--- config.mk ---
export PLATFORM = sky130hd
export DESIGN_NAME = hdlc_rx_deframer
export DESIGN_NICKNAME = d
export VERILOG_FILES = /design/src/rtl/hdlc_rx_deframer.sv
export SDC_FILE = /design/constraint.sdc
export NUM_CORES = 1
export LEC_CHECK = 0
export CELL_PAD_IN_SITES_DETAIL_PLACEMENT = 1
export CELL_PAD_IN_SITES_GLOBAL_PLACEMENT = 1
export CORE_ASPECT_RATIO = 0.75
export CORE_UTILIZATION = 51
export CTS_BUF_LIST = sky130_fd_sc_hd__clkbuf_8
export DETAILED_ROUTE_END_ITERATION = 6
export PLACE_DENSITY = 0.86
export SLEW_MARGIN = 10
export SYNTH_ARGS = -nofsm -noshare
export SYNTH_HDL_FRONTEND = slang
export SYNTH_SLANG_ARGS = --single-unit
--- constraint.sdc ---
create_clock -name clk_i -period 4.2 [get_ports clk_i]
set_input_delay 0.84 -clock clk_i [delete_from_list [all_inputs] [get_ports clk_i]]
set_output_delay 0.84 -clock clk_i [all_outputs]
set_load 0.005 [all_outputs]
--- src/rtl/hdlc_rx_deframer.sv ---
// HDLC receive deframer: flag hunt, zero-bit destuffing, LSB-first byte assembly,
// and frame close, error and abort signalling.
module hdlc_rx_deframer (
    input  logic       clk_i,
    input  logic       rst_i,
    input  logic       rxen,
    input  logic       rx,
    output logic [7:0] rx_data,
    output logic       rx_valid,
    output logic       frame,
    output logic       validframe,
    output logic       abortframe,
    output logic       frameerr,
    output logic [7:0] counter
);
    localparam int unsigned BYTE_W = 8;
    localparam int unsigned CNT_W  = 3;
    localparam logic [BYTE_W-1:0] FLAG_PAT  = 8'h7E;
    localparam logic [BYTE_W-1:0] CNT_SAT   = 8'hFF;
    localparam logic [CNT_W-1:0]  ONES_MAX  = 3'd7;
    localparam logic [CNT_W-1:0]  ONES_STUF = 3'd5;
    localparam logic [CNT_W-1:0]  ONES_ABRT = 3'd6;
    localparam logic [CNT_W-1:0]  BIT_FLAG  = 3'd6;
    localparam logic [CNT_W-1:0]  BIT_LAST  = 3'd7;

    typedef enum logic {HUNT, FRAME} state_e;

    state_e              state_q, state_d;
    logic [BYTE_W-1:0]   sr_q, sr_d;
    logic [CNT_W-1:0]    ones_q, ones_d;
    logic [CNT_W-1:0]    bitcnt_q, bitcnt_d;
    logic [BYTE_W-1:0]   asm_q, asm_d;
    logic [BYTE_W-1:0]   hold_q, hold_d;
    logic                hold_full_q, hold_full_d;
    logic                cnt_clr_q, cnt_clr_d;
    logic [BYTE_W-1:0]   rx_data_q, rx_data_d;
    logic                rx_valid_q, rx_valid_d;
    logic                validframe_q, validframe_d;
    logic                abortframe_q, abortframe_d;
    logic                frameerr_q, frameerr_d;
    logic [BYTE_W-1:0]   counter_q, counter_d;

    logic [BYTE_W-1:0]   sr_new;
    logic [BYTE_W-1:0]   asm_new;
    logic [CNT_W-1:0]    ones_new;
    logic [BYTE_W-1:0]   cnt_inc;
    logic                flag_det;
    logic                abort_det;
    logic                assemble;

    always_comb begin
        state_d      = state_q;
        sr_d         = sr_q;
        ones_d       = ones_q;
        bitcnt_d     = bitcnt_q;
        asm_d        = asm_q;
        hold_d       = hold_q;
        hold_full_d  = hold_full_q;
        cnt_clr_d    = cnt_clr_q;
        rx_data_d    = rx_data_q;
        counter_d    = counter_q;
        rx_valid_d   = 1'b0;
        validframe_d = 1'b0;
        abortframe_d = 1'b0;
        frameerr_d   = 1'b0;

        sr_new    = {rx, sr_q[BYTE_W-1:1]};
        asm_new   = {rx, asm_q[BYTE_W-1:1]};
        ones_new  = rx ? ((ones_q == ONES_MAX) ? ONES_MAX : ones_q + 3'd1) : 3'd0;
        flag_det  = (sr_new == FLAG_PAT);
        abort_det = rx && (ones_q == ONES_ABRT);
        // Stuffed zeros (after exactly five ones) and ones beyond the fifth never reach the byte.
        assemble  = rx ? (ones_q < ONES_STUF) : (ones_q != ONES_STUF);
        // First emit after a closed frame restarts the byte count.
        cnt_inc   = cnt_clr_q ? 8'd1 : ((counter_q == CNT_SAT) ? CNT_SAT : counter_q + 8'd1);

        if (rxen) begin
            sr_d   = sr_new;
            ones_d = ones_new;
            case (state_q)
                HUNT: begin
                    if (flag_det) begin
                        state_d     = FRAME;
                        bitcnt_d    = 3'd0;
                        hold_full_d = 1'b0;
                        counter_d   = 8'd0;
                        cnt_clr_d   = 1'b0;
                    end
                end
                FRAME: begin
                    if (flag_det) begin
                        bitcnt_d    = 3'd0;
                        hold_full_d = 1'b0;
                        if (bitcnt_q == BIT_FLAG && hold_full_q) begin
                            // Closing flag doubles as the opening flag of the next frame.
                            rx_data_d    = hold_q;
                            rx_valid_d   = 1'b1;
                            validframe_d = 1'b1;
                            counter_d    = cnt_inc;
                            cnt_clr_d    = 1'b1;
                        end else begin
                            frameerr_d = (bitcnt_q != BIT_FLAG);
                            counter_d  = 8'd0;
                            cnt_clr_d  = 1'b0;
                        end
                    end else if (abort_det) begin
                        state_d      = HUNT;
                        abortframe_d = 1'b1;
                        bitcnt_d     = 3'd0;
                        hold_full_d  = 1'b0;
                        counter_d    = 8'd0;
                        cnt_clr_d    = 1'b0;
                    end else if (assemble) begin
                        asm_d    = asm_new;
                        bitcnt_d = bitcnt_q + 3'd1;
                        if (bitcnt_q == BIT_LAST) begin
                            hold_d      = asm_new;
                            hold_full_d = 1'b1;
                            if (hold_full_q) begin
                                rx_data_d  = hold_q;
                                rx_valid_d = 1'b1;
                                counter_d  = cnt_inc;
                                cnt_clr_d  = 1'b0;
                            end
                        end
                    end
                end
                default: state_d = HUNT;
            endcase
        end
    end

    always_ff @(posedge clk_i or posedge rst_i) begin
        if (rst_i) begin
            state_q      <= HUNT;
            sr_q         <= '0;
            ones_q       <= '0;
            bitcnt_q     <= '0;
            asm_q        <= '0;
            hold_q       <= '0;
            hold_full_q  <= 1'b0;
            cnt_clr_q    <= 1'b0;
            rx_data_q    <= '0;
            rx_valid_q   <= 1'b0;
            validframe_q <= 1'b0;
            abortframe_q <= 1'b0;
            frameerr_q   <= 1'b0;
            counter_q    <= '0;
        end else begin
            state_q      <= state_d;
            sr_q         <= sr_d;
            ones_q       <= ones_d;
            bitcnt_q     <= bitcnt_d;
            asm_q        <= asm_d;
            hold_q       <= hold_d;
            hold_full_q  <= hold_full_d;
            cnt_clr_q    <= cnt_clr_d;
            rx_data_q    <= rx_data_d;
            rx_valid_q   <= rx_valid_d;
            validframe_q <= validframe_d;
            abortframe_q <= abortframe_d;
            frameerr_q   <= frameerr_d;
            counter_q    <= counter_d;
        end
    end

    assign rx_data    = rx_data_q;
    assign rx_valid   = rx_valid_q;
    assign frame      = (state_q == FRAME);
    assign validframe = validframe_q;
    assign abortframe = abortframe_q;
    assign frameerr   = frameerr_q;
    assign counter    = counter_q;

endmodule

# [After elaboration in Yosys (flattened, before gate mapping)]
# Cells that the tools add are included.
[word_totals] register_bits=53 out_inout_bits=21 elab_cells=105
[op_classes] add_sub_neg=3 order_cmp=1 n_eq_ne=14 n_mux=59 bitwise_logic=3 n_reduce_logical=11
[op_table] operator="$mux W8" n=15
[op_table] operator="$mux W1" n=33
[op_table] operator="$mux W3" n=6
[op_table] operator="$pmux W8 S2" n=1
[op_table] operator="$eq A3 B3 Y1 const B" n=4
[op_table] operator="$ne A4 B1 Y1 const B" n=3
[op_table] operator="$reduce_and A5 Y1" n=2
[op_table] operator="$add A8 B1 Y8 const B" n=1
[op_table] operator="$eq A8 B7 Y1 const B" n=1
[op_table] operator="$eq A8 B8 Y1 const B" n=1
[op_table] operator="$reduce_and A7 Y1" n=1
[op_table] operator="$add A3 B1 Y3 const B" n=2
[op_table] operator="$ne A3 B3 Y1 const B" n=2
[op_table] operator="$pmux W1 S2" n=3
[op_table] operator="$pmux W3 S2" n=1
[op_table] operator="$reduce_and A6 Y1" n=1
[op_table] operator="$reduce_bool A2 Y1" n=3
[op_table] operator="$ne A2 B2 Y1 const B" n=2
[op_table] operator="$reduce_and A4 Y1" n=1
[op_table] operator="$lt A3 B3 Y1 const B" n=1
[op_table] operator="$not A1 Y1" n=3
[op_table] operator="$reduce_and A3 Y1" n=1
[op_table] operator="$logic_and A1 B1 Y1" n=2
[op_table] operator="$ne A2 B1 Y1 const B" n=1

# [Depth between registers and ports, before layout]
# Gate-level depths: netlist (run 1).
[depth] word_depth=9 depth_mapped=8

# [Least setup slack after synthesis (run 1)]
# No wires, ideal clock.
[synth_timing] kind="input port to flip-flop" start="input rx" end="register rx_data_q[0], in the netlist rx_data[0]" setup_ns=0.125 arrival_time_ns=2.042 setup_slack_ns=2.034 stages=6 n_path_buf=1 cell_sequence="nand4b_4 or2_4 nor3_4 a41o_2 buf_6 mux2_2"
[synth_between] elab_chain_cells=3 word_cells_on_any_way=10
[synth_lines] item="from (decl)" line_no="7" source="input logic rx,"
[synth_lines] item="$eq A8 B7 Y1 (tied with other cells)" line_no="70" source="flag_det = (sr_new == FLAG_PAT);"
[synth_lines] item="$ne A2 B1 Y1 (no source line) (tied with other cells)"
[synth_lines] item="$reduce_and A7 Y1 (no source line)"
[synth_lines] item="to (signal assigned)" line_no="158" source="rx_data_q <= rx_data_d;"
[synth_lines] item="to (decl)" line_no="36" source="logic [BYTE_W-1:0] rx_data_q, rx_data_d;"
# Several ways; a longest one is shown, not always the timed one.
# A chain may end at the register's enable or synchronous reset.

# [Worst setup path in the final report (run 1)]
[layout_timing] start="input rxen" end="register hold_q[6]"
[layout_between] elab_chain_cells=1
[layout_lines] item="from (decl)" line_no="6" source="input logic rxen,"
[layout_lines] item="$reduce_and A6 Y1 (no source line)"
[layout_lines] item="to (signal assigned)" line_no="155" source="hold_q <= hold_d;"
[layout_lines] item="to (decl)" line_no="33" source="logic [BYTE_W-1:0] hold_q, hold_d;"
# Every way passes these cells.

==> metrics.txt, run 1 <==
diode count=0; Worst-Skew Late Latency=around 0.31 ns; PwrDens=slightly above 400 mW/mm^2; post-synth top area cell=dfrtp_1; family with the most delay on the worst path=simple AND/OR/NAND/NOR gates; synth warn=0; top-area cell type share of the netlist area=a little over half; Critical Path Source Type=input port; initial antenna violation count=0; worst hold path type=register to register; CP startpoint=rxen; crit-path max cell delay=around 0.96 ns; GRT Overall Usage=between 20% and 30%; largest net degree at the start of global routing=52; final net count=228; DRC viols=0; register area share after synthesis=a little over half; Fin Clk Skew=0.00960 ns; Cells after Synth=195; Tcrit/Tclk final=72.3%; Placed Cells=between 200 and 300; P&R area growth vs syn=16.5%; post-route minimum period=3.03 ns; Critical Path Sink=hold_q[6]$_DFFE_PP0P_; Root Driver=clkbuf_8; number of vias per cell=approximately 5.8; WP depth=5; vias in the first global route=1649; Max-cap violations=0; Reg2Reg Depth=7; worst-path maximum fanout=20; Slew @ Worst Pin=a little over 1 ns; Chip Width=approximately 81 um; commonest non-fill, non-tap cells in the layout=dfrtp_1, mux2_2, clkdlybuf4s50_1, nand2_1, nand3_1; layout cells sized above 1=22.0%; CTS buffer count=5; Mapped Area=0.00237 sq mm; PortBufs=24; routability cong.=roughly 0.77; Slew headroom=between 30% and 40%; final hold vios=0; synthesized flop and latch total=51; Max Slew Vio Count=0; hold_buf cts=0; Die Area=roughly 0.005 sq mm; RSZ-0062 raised after global routing=no; global-route wire length before repair=~8400 um; Setup CP Type=input port to register; clk sinks=51; critical-path cell list=clkdlybuf4s50_1, nand3_1, nor2_1, and3_1, mux2_2; clock buffer depth=2; reg2reg start=ones_q[0]$_DFFE_PP0P_; CP arrival=3.23 ns; flop-to-flop setup slack=~1.9 ns; FILL cells=~450; IO Pins=25; Max Freq=approximately 330 MHz; post-synth cell types=40; endpoints failing setup=0; Area contributors post-synth=dfrtp_1, mux2_2, ha_1; Initial DRC Count=between 90 and 100; CTS tree=yes; Pleak=about 1.3 nW; commonest non-fill, non-tap cell in the layout=dfrtp_1; Slowest-stage cell, CP=clkdlybuf4s50_1; Worst EP required=roughly 4.4 ns; Syn Nets=roughly 210; core box area=approximately 0.0045 sq mm; Avg Inst Size Synth=roughly 12 sq um; Clock transition at path regs=roughly 0.1 ns; reg-to-reg endpoint=hold_q[6]$_DFFE_PP0P_; Post-CTS Setup Repair Bufs=0; vias=~1.6k; Pre-Repair DR Iteration Count=4; Non-Filler Instances=around 280; peak supply drop=approximately 0.00037 V; Rows=21; Initial Utilization=approximately 53%; final setup TNS=0 ns; total grt overflow=0; Crit path buffers/inverters=1; # H-tree levels=2; Die Ht=around 61 um; Post-CTS Resized=0; status=finished clean; Crit. End Element=register; WL per Instance=approximately 18 um; Final ANT Viol Nets=0; detailed-placement wirelength estimate=~3400 um; final WL=~5100 um
-- worst min-delay path by stage --
stage / startpoint / depth (start not counted) / endpoint / slack, ns
finish: rx_data[2]$_DFFE_PP0P_ / 1 / rx_data[2]$_DFFE_PP0P_ / 0.52
global route: hold_q[7]$_DFFE_PP0P_ / 1 / hold_q[7]$_DFFE_PP0P_ / 0.54
CTS: rx_data[2]$_DFFE_PP0P_ / 1 / rx_data[2]$_DFFE_PP0P_ / 0.52
detailed placement: hold_q[4]$_DFFE_PP0P_ / 1 / rx_data[4]$_DFFE_PP0P_ / 0.49
global placement: hold_q[4]$_DFFE_PP0P_ / 1 / hold_q[4]$_DFFE_PP0P_ / 0.49
floorplan: asm_q[1]$_DFFE_PP0P_ / 1 / asm_q[1]$_DFFE_PP0P_ / 0.47
-- power breakdown --
| group | total (mW) | switching (mW) | internal [mW] |
|---|---|---|---|
| Combinational | 0.144 | 0.0766 | 0.0669 |
| Sequential | 0.579 | 0.0486 | 0.530 |
| Clock | 0.406 | 0.168 | 0.238 |
| Total | 1.13 | 0.294 | 0.835 |
-- cells by family after synthesis --
| logic type | after synthesis | synth area share (%) |
|---|---|---|
| AOI/OAI and AO/OA | 31 | 9.38 |
| adders and majority gates | 7 | 3.69 |
| buffers and inverters | 16 | 3.42 |
| DFF | 51 | 53.7 |
| muxes | 32 | 15.2 |
| and+or+nand+nor | 58 | 14.5 |
-- metal layers --
metal	global-route usage, %	vias up	routed length [um]
met2	36.7	26	2370
li1	-	748	-
met5	0	-	0
met1	33.4	816	2440
met3	4.15	11	157
met4	9.69	0	81
-- cell type report --
class	instances	area [sq um]	share of cell area, %
Clock buffer	5	68.8	2.49
Clock inverter	3	67.6	2.44
Sequential cell	51	1280	46.1
Tap cell	57	71.3	2.58
Multi-Input combinational cell	128	1020	36.8
Timing Repair Buffer	24	240	8.68
Inverter	7	26.3	0.949
-- Yosys cell counts (all sizes together) --
cell,number
nand4,2
a41o,1
a21oi,6
nand4b,2
a31oi,4
o311a,1
clkbuf,2
mux2,30
o2bb2ai,1
nor3b,2
and2,1
a32oi,1
nand3,11
dfrtp,51
nand3b,2
nor3,6
nand2,14
a21o,1
inv,7
mux2i,2
nor2,10
o211ai,1
and4,1
a22o,1
and3,4
buf,7
or2,1
o22a,6
nor2b,2
o31ai,1
a211oi,1
ha,7
o21ai,6
-- registers in the layout, summed over array words and instances, names as in the netlist --
register / cells
frameerr: 1
counter: 8
asm_q: 7
bitcnt_q: 3
sr_q: 7
rx_valid: 1
hold_q: 8
ones_q: 3
abortframe: 1
frame: 1
validframe: 1
hold_full_q: 1
cnt_clr_q: 1
rx_data: 8
-- per-stage QoR --
step	power [mW]	hold slack [ns]	area, sq um	setup WS, ns	utilization (%)
floorplan	0.682	0.475	2370	2.03	-
global placement	0.710	0.487	2630	1.05	58.9
detailed placement	0.727	0.494	2630	0.852	58.9
CTS	1.13	0.519	2770	1.17	62.0
global route	1.17	0.538	2770	1.01	62.0
finish	1.13	0.517	2770	1.17	62.0
Power figures use the tool's default switching activity.
==> run 2: changes to the inputs <==
--- a/config.mk
+++ b/config.mk
@@ -8,10 +8,10 @@
 export CELL_PAD_IN_SITES_DETAIL_PLACEMENT = 1
 export CELL_PAD_IN_SITES_GLOBAL_PLACEMENT = 1
 export CORE_ASPECT_RATIO = 0.75
-export CORE_UTILIZATION = 51
+export CORE_UTILIZATION = 43
 export CTS_BUF_LIST = sky130_fd_sc_hd__clkbuf_8
 export DETAILED_ROUTE_END_ITERATION = 6
-export PLACE_DENSITY = 0.86
+export PLACE_DENSITY = 0.77
 export SLEW_MARGIN = 10
 export SYNTH_ARGS = -nofsm -noshare
 export SYNTH_HDL_FRONTEND = slang
==> constraint.sdc (replaced) <==
create_clock -name clk_i -period 2.7 [get_ports clk_i]
set_input_delay 0.54 -clock clk_i [delete_from_list [all_inputs] [get_ports clk_i]]
set_output_delay 0.54 -clock clk_i [all_outputs]
set_load 0.005 [all_outputs]
==> run 2 against run 1 <==
First-iteration DRC count down 7.6%. Highest routed layer unchanged. Clock-buffer cell count unchanged. Sequential power up 55%. Die area up 18%. Sequential cell count unchanged. Power up 56%. Critical path depth unchanged. Sequential share of layout area down 1.8 points.
==> metrics.txt, run 2 (synthesized netlist as in run 1, its figures left out) <==
detailed-placement wirelength estimate=3510 um (was 3380 um); Worst-Skew Late Latency=0.31 ns (about the same); post-route minimum period=~2.3 ns; Initial Utilization=44.6% (was 53.2%); Max Slew Vio Count=0 (unchanged); Top Layer Used=met4 (unchanged); Tcrit/Tclk final=between 80% and 90%; WL per Instance=16.2 um (was 18.4 um); vias=1613 (was 1601); Crit. End Element=register (unchanged); core box area=0.00532 sq mm (was 0.00447 sq mm); CTS tree=yes (unchanged); commonest non-fill, non-tap cell in the layout=dfrtp_1 (unchanged); layout cells sized above 1=25.1% (was 22.0%); final WL=4890 um (was 5050 um); DRC viols=0 (unchanged); Clock transition at path regs=0.09 ns (was 0.10 ns); Reg2Reg Depth=7 (unchanged); Max-cap violations=0 (unchanged); Pre-Repair DR Iteration Count=4 (unchanged); clock buffer depth=2 (unchanged); worst hold path type=register to register (unchanged); IO Pins=25 (unchanged); Chip Width=87.8 um (was 80.8 um); Die Ht=66.4 um (was 61.1 um); hold slack=0.513 ns (was 0.517 ns); final setup margin=0.384 ns (was 1.17 ns); peak supply drop=0.000287 V (was 0.000366 V); Die Area=0.00583 sq mm (was 0.00494 sq mm); Rows=23 (was 21); endpoints failing setup=0 (unchanged); P_sw=454 uW (was 294 uW); Root Driver=clkbuf_8 (unchanged); hold endpoint=rx_data[3]$_DFFE_PP0P_ (was rx_data[2]$_DFFE_PP0P_); reg-to-reg endpoint=asm_q[4]$_DFFE_PP0P_ (was hold_q[6]$_DFFE_PP0P_); multi-input combinational cell area=0.00102 sq mm (unchanged); Met2 Routed Length=2160 um (was 2370 um); clk sinks=51 (unchanged); initial antenna violation count=0 (unchanged); Seq pwr share=50.9% (was 51.3%); Logic pwr share=13.0% (was 12.7%); reg2reg start=ones_q[0]$_DFFE_PP0P_ (unchanged); DR WL met3=216 um (was 157 um); global-route wire length before repair=8270 um (was 8400 um); Post-Place Setup Slack=0.0785 ns (was 0.852 ns); vias in the first global route=1591 (was 1649); Fin Clk Skew=0.00595 ns (was 0.00960 ns); Slew @ Worst Pin=0.614 ns (was 1.04 ns); Slew headroom=59.0% (was 30.7%); Worst EP required=2.91 ns (was 4.40 ns); number of vias per cell=5.34 (was 5.82); worst-path maximum fanout=8 (was 20); hold path cells=1 (unchanged); PortBufs=24 (unchanged); Max Freq=around 430 MHz; Post-CTS Resized=0 (unchanged); P&R area growth vs syn=21.4% (was 16.5%); CP arrival=2.52 ns (was 3.23 ns); clock share of power=36.1% (was 36.0%); RSZ-0062 raised after global routing=no (unchanged); final setup TNS=0 ns (unchanged); Pleak=1.34 nW (was 1.29 nW); CTS buffer count=5 (unchanged); GRT Overall Usage=19.3% (was 23.6%); largest net degree at the start of global routing=29 (was 52); hold_buf cts=0 (unchanged); commonest non-fill, non-tap cells in the layout=dfrtp_1, mux2_2, clkdlybuf4s50_1, nand2_1, nand3_1 (unchanged); Critical Path Source Type=input port (unchanged); routability cong.=0.803 (was 0.768); Sw Ratio=25.8% (was 26.0%); M1 WL=2440 um (about the same); register area=0.00128 sq mm (unchanged); Post-CTS Setup Repair Bufs=0 (unchanged); status=finished clean (unchanged); # H-tree levels=2 (unchanged); final hold vios=0 (unchanged); Final ANT Viol Nets=0 (unchanged); Int Pwr=1.31 mW (was 835 uW); Initial DRC Count=85 (was 92); total grt overflow=0 (unchanged); final net count=237 (was 228); min-delay src=rx_data[3]$_DFFE_PP0P_ (was rx_data[2]$_DFFE_PP0P_); Setup CP Type=input port to register (unchanged); diode count=0 (unchanged); FILL cells=578 (was 445); PwrDens=611 mW/mm^2 (was 408 mW/mm^2); flop-to-flop setup slack=0.47 ns (was 1.86 ns)
run 2: how the worst max path moves through the flow:
stage	to	slack, ns	startpoint	cells past startpoint
6_report	asm_q[4]$_DFFE_PP0P_	0.38	rxen	5
5_1_grt	asm_q[5]$_DFFE_PP0P_	0.26	rx	6
4_1_cts	asm_q[4]$_DFFE_PP0P_	0.42	rxen	5
3_5_place_dp	asm_q[4]$_DFFE_PP0P_	0.08	rxen	5
3_3_place_gp	asm_q[5]$_DFFE_PP0P_	0.14	rxen	5
2_1_floorplan	rx_data[0]$_DFFE_PP0P_	0.83	rx	6
run 2: power by group through the flow:
stage	Clock [mW]	Sequential (mW)	Combinational [mW]
CTS	0.648	0.896	0.233
finish	0.636	0.896	0.229
global placement	0	0.908	0.219
detailed placement	0	0.913	0.230
global route	0.680	0.908	0.258
floorplan	0	0.889	0.171
run 2: stage by stage:
step                instance area [sq um]  util [%]  power [mW]  instances
finish                               2880      54.1        1.76        302
global route                         2880      54.1        1.85        302
CTS                                  2880      54.1        1.78        302
detailed placement                   2750      51.6        1.14        294
global placement                     2750      51.6        1.13        294
floorplan                            2370         -        1.06        195
run 2: layout make-up:
cell class                      instances  area share [%]
Clock inverter                          3            2.34
Multi-Input combinational cell        128            35.3
Inverter                                7           0.911
Sequential cell                        51            44.3
Timing Repair Buffer                   33            11.5
Tap cell                               75            3.26
Clock buffer                            5            2.39
run 2: routing by layer:
layer | up-vias | track usage, %
met5 | - | 0
met3 | 6 | 5.12
met2 | 24 | 26.8
met1 | 813 | 28.9
li1 | 770 | -
met4 | 0 | 6.15
run 2: critical path, stage by stage:
cell             delay, ns
clkdlybuf4s50_1       0.68
nand3_1               0.24
nor2_1                0.26
and2_1                0.42
mux2_2                0.38
==> run 3: changes to the inputs <==
==> constraint.sdc (replaced) <==
create_clock -name clk_i -period 1.91 [get_ports clk_i]
set_input_delay 0.382 -clock clk_i [delete_from_list [all_inputs] [get_ports clk_i]]
set_output_delay 0.382 -clock clk_i [all_outputs]
set_load 0.005 [all_outputs]
==> run 3 against run 2 <==
Non-clock buffer count grew 25. Sequential power grew 42%. Power grew 42%. Die area is the same. Critical path depth grew 2. Hold slack lost 0.17 ns. Core utilization grew 6.0 points. Combinational power grew 98%. First-iteration DRC count grew 2.4%. Global-route usage grew 2.5 points. Clock-buffer cell count is the same. Clock power grew 22%.
==> metrics.txt, run 3 (synthesized netlist as in run 1, its figures left out) <==
Worst-Skew Late Latency=0.32 ns (was 0.31 ns); commonest non-fill, non-tap cell in the layout=dfrtp_1 (unchanged); Final Power=2.50 mW (was 1.76 mW); global-route wire length before repair=9390 um (was 8270 um); Max-cap violations=0 (unchanged); Worst EP required=2.12 ns (was 2.91 ns); Initial DRC Count=87 (was 85); # H-tree levels=2 (unchanged); P&R area growth vs syn=34.8% (was 21.4%); commonest non-fill, non-tap cells in the layout=dfrtp_1, buf_4, clkdlybuf4s50_1, mux2_2, nand2_1 (was dfrtp_1, mux2_2, clkdlybuf4s50_1, nand2_1, nand3_1); vias in the first global route=1822 (was 1591); Final ANT Viol Nets=0 (unchanged); WL per Instance=17.8 um (was 16.2 um); total grt overflow=0 (unchanged); Initial Utilization=44.6% (unchanged); GRT Overall Usage=21.8% (was 19.3%); PortBufs=24 (unchanged); CTS buffer count=5 (unchanged); clock buffer depth=2 (unchanged); Pleak=1.47 nW (was 1.34 nW); Root Driver=clkbuf_8 (unchanged); FILL cells=550 (was 578); detailed-placement wirelength estimate=4010 um (was 3510 um); Tcrit/Tclk final=97.8%; number of vias per cell=5.29 (was 5.34); core box area=0.00532 sq mm (unchanged); clk sinks=51 (unchanged); initial antenna violation count=0 (unchanged); Fin Clk Skew=0.0130 ns (was 0.00595 ns); critical-path cell list=buf_6, inv_4, ha_4, o211ai_1, buf_4, and3_4, mux2_4 (was clkdlybuf4s50_1, nand3_1, nor2_1, and2_1, mux2_2); largest net degree at the start of global routing=27 (was 29); Rows=23 (unchanged); final hold vios=0 (unchanged); Clock transition at path regs=0.11 ns (was 0.09 ns); fin util=60.1% (was 54.1%); PwrDens=780 mW/mm^2 (was 611 mW/mm^2); reg2reg start=ones_q[1]$_DFFE_PP0P_ (was ones_q[0]$_DFFE_PP0P_); Max Slew Vio Count=0 (unchanged); final WL=5820 um (was 4890 um); worst-path maximum fanout=8 (unchanged); diode count=0 (unchanged); flop-to-flop setup slack=0.04 ns (was 0.47 ns); status=finished clean (unchanged); Crit. End Element=register (unchanged); Chip Width=87.8 um (unchanged); RSZ-0062 raised after global routing=yes (was no); final net count=263 (was 237); crit-path max cell delay=0.43 ns (was 0.68 ns); CP startpoint=ones_q[1]$_DFFE_PP0P_ (was rxen); Setup CP Type=register to register (was input port to register); DRC viols=0 (unchanged); hold slack=0.347 ns (was 0.513 ns); peak supply drop=0.000490 V (was 0.000287 V); vias=1736 (was 1613); routability cong.=0.785 (was 0.803); Die Ht=66.4 um (unchanged); post-route minimum period=between 1.5 and 2 ns; layout cells sized above 1=38.7% (was 25.1%); Slew headroom=77.3% (was 59.0%); Slew @ Worst Pin=0.340 ns (was 0.614 ns); Pre-Repair DR Iteration Count=4 (unchanged); Die Area=0.00583 sq mm (unchanged); worst hold path type=input port to async pin (was register to register); CTS tree=yes (unchanged); endpoints failing setup=0 (unchanged); Slowest-stage cell, CP=dfrtp_2 (was clkdlybuf4s50_1); IO Pins=25 (unchanged); Max Freq=approximately 540 MHz; Critical Path Source Type=register (was input port); CP arrival=2.08 ns (was 2.52 ns)
-- run 3: layer usage --
metal	vias up	share of wire (%)	GRT usage [%]
met5	-	0	0
met1	880	46	28.4
met4	0	1.2	5.12
li1	819	-	-
met2	29	50	36.6
met3	8	3.2	4.99
-- run 3: timing repair --
action,4_1_cts,5_1_grt
endpoints found under the setup margin,32,33
buffers inserted,6,1
pin swaps,2,3
gates cloned,1,0
resized for setup,14,20
hold buffers,0,0
-- run 3: power by group --
group,switching (mW),total (mW),internal [mW]
logic,0.211,0.454,0.243
registers,0.0991,1.27,1.17
clock network,0.382,0.777,0.395
total,0.692,2.50,1.81
-- run 3: final timing paths --
kind | end | depth (start not counted)
min in group clk_i | rx_data[3]$_DFFE_PP0P_ | 1
hold reg to reg | rx_data[3]$_DFFE_PP0P_ | 1
hold / removal | cnt_clr_q$_DFFE_PP0P_ | 2
setup / recovery | hold_q[7]$_DFFE_PP0P_ | 7
max in group asynchronous | frame$_DFFE_PP0P_ | 3
setup reg to reg | hold_q[7]$_DFFE_PP0P_ | 7
-- run 3: stage by stage --
step | instance area, sq um | TNS [ns] | std cells | worst slack [ns]
floorplan | 2370 | 0 | 195 | 0.0455
global placement | 2900 | -10.22 | 313 | -0.381
detailed placement | 2900 | -12.50 | 313 | -0.462
CTS | 3140 | 0 | 328 | 0.00568
global route | 3200 | -0.283 | 328 | -0.0325
finish | 3200 | 0 | 328 | 0.0414
-- run 3: layout make-up --
type                    instances  area [sq um]  share of cell area, %
well taps                      75          93.8                   2.93
repair buffers                 58           531                   16.6
clock inverters                 3          46.3                   1.45
flip-flops and latches         51          1280                   39.9
inverters                       7          28.8                  0.899
clock buffers                   5          68.8                   2.15
multi-input cells             129          1150                   36.1
-- run 3: worst max-delay path: cells and delay by family (launching register included) --
| family | cells | cell delay (ns) |
|---|---|---|
| DFF | 1 | 0.43 |
| buffers and inverters | 3 | 0.34 |
| and+or+nand+nor | 1 | 0.31 |
| AOI/OAI and AO/OA | 1 | 0.20 |
| muxes | 1 | 0.33 |
| adders and majority gates | 1 | 0.15 |
